`config.mk`:
```
export PLATFORM = sky130hd
export DESIGN_NAME = video_timing_gen
export DESIGN_NICKNAME = d
export VERILOG_FILES = /design/src/rtl/video_timing_gen.sv
export SDC_FILE = /design/constraint.sdc
export NUM_CORES = 1
export LEC_CHECK = 0
export CORE_UTILIZATION = 53
export DETAILED_ROUTE_END_ITERATION = 10
export HOLD_SLACK_MARGIN = 0.12
export MAX_ROUTING_LAYER = met4
export PLACE_DENSITY_LB_ADDON = 0.3
export SLEW_MARGIN = 20
export SYNTH_ARGS = -nofsm -noshare
export SYNTH_HDL_FRONTEND = slang
export SYNTH_SLANG_ARGS = --single-unit
export TNS_END_PERCENT = 30
```
`constraint.sdc`:
```
create_clock -name clk -period 5.7 [get_ports clk]
set_input_delay 1.71 -clock clk [delete_from_list [all_inputs] [get_ports clk]]
set_output_delay 1.71 -clock clk [all_outputs]
set_load 0.05 [all_outputs]
```
`src/rtl/video_timing_gen.sv`:
```
// Raster timing generator: registered x/y counters plus a PIPE_DELAY-deep
// delay line that keeps de/sync/strobes aligned with downstream colour data.
module video_timing_gen #(
  parameter int H_ACTIVE   = 640,
  parameter int H_FP       = 16,
  parameter int H_SYNC     = 96,
  parameter int H_BP       = 48,
  parameter int V_ACTIVE   = 480,
  parameter int V_FP       = 10,
  parameter int V_SYNC     = 2,
  parameter int V_BP       = 33,
  parameter bit SYNC_POL   = 1'b1,
  parameter int PIPE_DELAY = 1,
  parameter int CW         = 10
) (
  input  logic          clk,
  input  logic          rst,
  input  logic          en,
  output logic [CW-1:0] x,
  output logic [CW-1:0] y,
  output logic          de,
  output logic          hsync,
  output logic          vsync,
  output logic          line_start,
  output logic          frame_start
);

  localparam int H_TOTAL = H_ACTIVE + H_FP + H_SYNC + H_BP;
  localparam int V_TOTAL = V_ACTIVE + V_FP + V_SYNC + V_BP;

  // One extra bit so window ends equal to 2**CW still compare correctly.
  localparam logic [CW:0] HA     = (CW+1)'(H_ACTIVE);
  localparam logic [CW:0] HS_BEG = (CW+1)'(H_ACTIVE + H_FP);
  localparam logic [CW:0] HS_END = (CW+1)'(H_ACTIVE + H_FP + H_SYNC);
  localparam logic [CW:0] VA     = (CW+1)'(V_ACTIVE);
  localparam logic [CW:0] VS_BEG = (CW+1)'(V_ACTIVE + V_FP);
  localparam logic [CW:0] VS_END = (CW+1)'(V_ACTIVE + V_FP + V_SYNC);
  localparam logic [CW-1:0] H_LAST = CW'(H_TOTAL - 1);
  localparam logic [CW-1:0] V_LAST = CW'(V_TOTAL - 1);

  generate
    if (H_TOTAL > 2**CW || V_TOTAL > 2**CW) begin : g_bad_cw
      $error("video_timing_gen: CW=%0d too narrow for H_TOTAL=%0d / V_TOTAL=%0d", CW, H_TOTAL, V_TOTAL);
    end
    if (PIPE_DELAY < 0 || PIPE_DELAY > 4) begin : g_bad_dly
      $error("video_timing_gen: PIPE_DELAY=%0d outside 0..4", PIPE_DELAY);
    end
  endgenerate

  typedef struct packed {
    logic act;
    logic hs;
    logic vs;
    logic ls;
    logic fs;
  } dec_t;

  dec_t dec0, dec_q;

  always_ff @(posedge clk) begin
    if (!rst) begin
      x <= '0;
      y <= '0;
    end else if (en) begin
      if (x == H_LAST) begin
        x <= '0;
        y <= (y == V_LAST) ? '0 : y + 1'b1;
      end else begin
        x <= x + 1'b1;
      end
    end
  end

  always_comb begin
    dec0     = '0;
    dec0.act = ({1'b0, x} < HA) && ({1'b0, y} < VA);
    dec0.hs  = ({1'b0, x} >= HS_BEG) && ({1'b0, x} < HS_END);
    dec0.vs  = ({1'b0, y} >= VS_BEG) && ({1'b0, y} < VS_END);
    dec0.ls  = (x == '0);
    dec0.fs  = (x == '0) && (y == '0);
  end

  generate
    if (PIPE_DELAY == 0) begin : g_nodly
      assign dec_q = dec0;
    end else begin : g_dly
      dec_t dly_pipe [PIPE_DELAY];

      // Stages freeze with x/y on en==0 and restart inactive after reset.
      always_ff @(posedge clk) begin
        if (!rst) begin
          for (int i = 0; i < PIPE_DELAY; i++) dly_pipe[i] <= '0;
        end else if (en) begin
          dly_pipe[0] <= dec0;
          for (int i = 1; i < PIPE_DELAY; i++) dly_pipe[i] <= dly_pipe[i-1];
        end
      end

      assign dec_q = dly_pipe[PIPE_DELAY-1];
    end
  endgenerate

  assign de          = dec_q.act;
  assign hsync       = dec_q.hs ^ ~SYNC_POL;
  assign vsync       = dec_q.vs ^ ~SYNC_POL;
  // Gated so a strobe held across a stall fires only once.
  assign line_start  = dec_q.ls & en;
  assign frame_start = dec_q.fs & en;

endmodule

```
==> flow_summary_export.csv <==
group,metric,value,unit
grt,grt_max_degree,20,
yosys,synthesis.area,1240,µm²
timing,fin_crit_sh,0.877,
clock_network,clk_latency,0.32,ns
timing,hold_viol_final,0,
final_layout,mostFrequentLayoutCells,"clkdlybuf4s50_1, dfxtp_1, nand2_1, inv_1, o21ai_0",
timing,max_freq,0.200,GHz
timing,setup_tns,0,ns
worst_hold_path,min_path_cells,2,
yosys,synth_seq_cells,25,
yosys,seq_area_frac_synth,0.445,
yosys,ys_types,30,
yosys,yosysTopAreaCell,"dfxtp_1",
detailed_routing,ant_nets,0,
run,cap_violations,0,
detailed_routing,drt-total-wl,2.80,mm
final_layout,n_antenna_cell,0,
clock_network,cts_hold_buffers,0,
final_layout,fillerInstances,189,
power,p_total,0.297,mW
final_layout,fin_cells,200,
floorplanning,die_area,2530,µm²
clock_network,clk_pin_slew,0.13,ns
grt,grt_overflow_total,0,
timing,relSlewSlack,0.587,
clock_network,cts_max_level,1,
detailed_routing,avgViaCountPerCell,5.92,
final_layout,drive_gt1_frac,0.0233,
worst_setup_path,critPathKind,"input pin to output pin",
power,irDropWorstVdd,129,µV
yosys,synth_nets,151,
worst_setup_path,startpoint_type,"input pin",
clock_network,cts_buffers,3,
timing,finalClockSkew,0.00107,ns
detailed_routing,routed-via-count,1183,
clock_network,cts_resized,0,
placement,gp_congestion,0.847,
yosys,netlist.area_leader.share,0.324,
timing,report.final.setup_viol,0,
placement,io_buffers,27,
power,powerDensity,191,nW/µm²
final_layout,final_net_count,180,
yosys,syn_area_per_cell,8.59,µm²
worst_setup_path,crit_path_max_fanout,10,
yosys,synth_area_leaders,"dfxtp_1, edfxtp_1, nand2_1, xnor2_1, and2_1",
floorplanning,initial_core_util,0.559,
detailed_routing,drt-initial-drc-count,43,
worst_setup_path,cp-end-kind,"output pin",
floorplanning,ios,28,
power,p_leak,0.504,nW
worst_hold_path,hold_class,"flip-flop to flip-flop",
floorplanning,std_cell_rows,17,
run_status,status,"finished clean",
yosys,syn_inst,144,
timing,slew_violations,0,
placement,dpl.cell_count,196,
timing,finalCriticalPeriod,5.00,ns
detailed_routing,wl_per_cell,14.0,µm
timing,worst_slew_pin_slew,0.615,ns
clock_network,cts_tree,"done",
final_layout,final_common_cell,"clkdlybuf4s50_1",
final_layout,area_delta_synth_final,25.7,%
yosys,ys_warn_count,0,
grt,grt_pass1_vias,1038,
floorplanning,die_h,50.3,µm
clock_network,clock_sinks,25,
grt,grt_usage,0.254,
worst_setup_path,arrival,3.29,ns
grt,grt_pass1_wl,4.69,mm
timing,rsz0062_at_grt,"no",
grt,antenna_found_initial,0,
clock_network,postCtsSetupBuffers,0,
floorplanning,coreArea,2210,µm²
worst_setup_path,cp.required,3.99,ns
clock_network,cts_root_buf,"clkbuf_4",
detailed_routing,route.detailed.drc,0,
worst_setup_path,rr_worst_depth,4,
timing,worst_hold_slack,0.535,ns
floorplanning,die_w,50.3,µm
clock_network,cts.path.max_buffers,2,
placement,hpwl,2.08,mm
detailed_routing,drt_pass1_iterations,4,
-- sequential cells by signal, indices dropped and copies added (netlist names) --
name            cells
x                  10
y                  10
g_dly.dly_pipe      5
-- final timing paths --
check,start,end,slack [ns]
setup reg to reg,x[5],y[9],3.25
hold / removal,y[8],y[8],0.53
setup / recovery,en,line_start,0.70
hold reg to reg,y[8],y[8],0.53
-- power breakdown --
| part | total (mW) | switching [mW] | leakage [nW] | internal [mW] |
|---|---|---|---|---|
| registers | 0.186 | 0.00211 | 0.216 | 0.184 |
| logic | 0.0310 | 0.0207 | 0.273 | 0.0103 |
| clock network | 0.0802 | 0.0528 | 0.0150 | 0.0274 |
| total | 0.297 | 0.0756 | 0.504 | 0.222 |
-- cell usage after synthesis (all sizes together) --
library cell and instances:
inv 10, nor3 5, or3 9, nor4b 1, buf 2, a21oi 8
edfxtp 5, o22ai 2, and4 2, nand3 6, nand2 15, nand2b 1
xor2 2, nand4 6, and3 1, xnor2 6, nor2 7, ha 4
clkbuf 1, o21ai 11, nor4 6, a2111oi 1, o31ai 1, dfxtp 20
or4 2, o21bai 1, and2 8, nor2b 1
-- metrics by stage --
stage          instance area (µm²)   util  setup WS [ns]
6_report                      1560  0.703          0.703
5_1_grt                       1560  0.703          0.629
4_1_cts                       1560  0.703          0.702
3_5_place_dp                  1530  0.691          0.707
3_3_place_gp                  1530  0.691          0.725
2_1_floorplan                 1240      -           1.60
-- routing by layer --
layer | global-route usage | share of wire | up-vias
li1 | - | - | 575
met1 | 0.344 | 0.46 | 554
met2 | 0.400 | 0.48 | 52
met3 | 0.0273 | 0.059 | 2
met4 | 0.0833 | 0.0061 | 0
met5 | - | 0 | -
-- final cells by class --
| type | instances | area (µm²) | area share |
|---|---|---|---|
| Sequential cell | 25 | 551 | 0.354 |
| Inverter | 10 | 37.5 | 0.0241 |
| Tap cell | 28 | 35.0 | 0.0225 |
| Clock buffer | 4 | 26.3 | 0.0169 |
| Multi-Input combinational cell | 106 | 636 | 0.409 |
| Timing Repair Buffer | 27 | 270 | 0.174 |
-- worst max-delay path: stages --
cell and delay, ns:
clkdlybuf4s50_1 0.62, and2_1 0.17, clkdlybuf4s50_1 0.79
-- kinds of logic (layout without fill, tap and decap cells) --
family	after synthesis	count (layout)	synth area share
xor gates and xnor gates	8	8	0.0566
buffers and inverters	13	41	0.0415
DFF	25	25	0.445
AOI/OAI and AO/OA	24	24	0.106
adders and majority gates	4	4	0.0404
and+or+nand+nor	70	70	0.310
No activity file was read; power rests on OpenSTA's default activity.
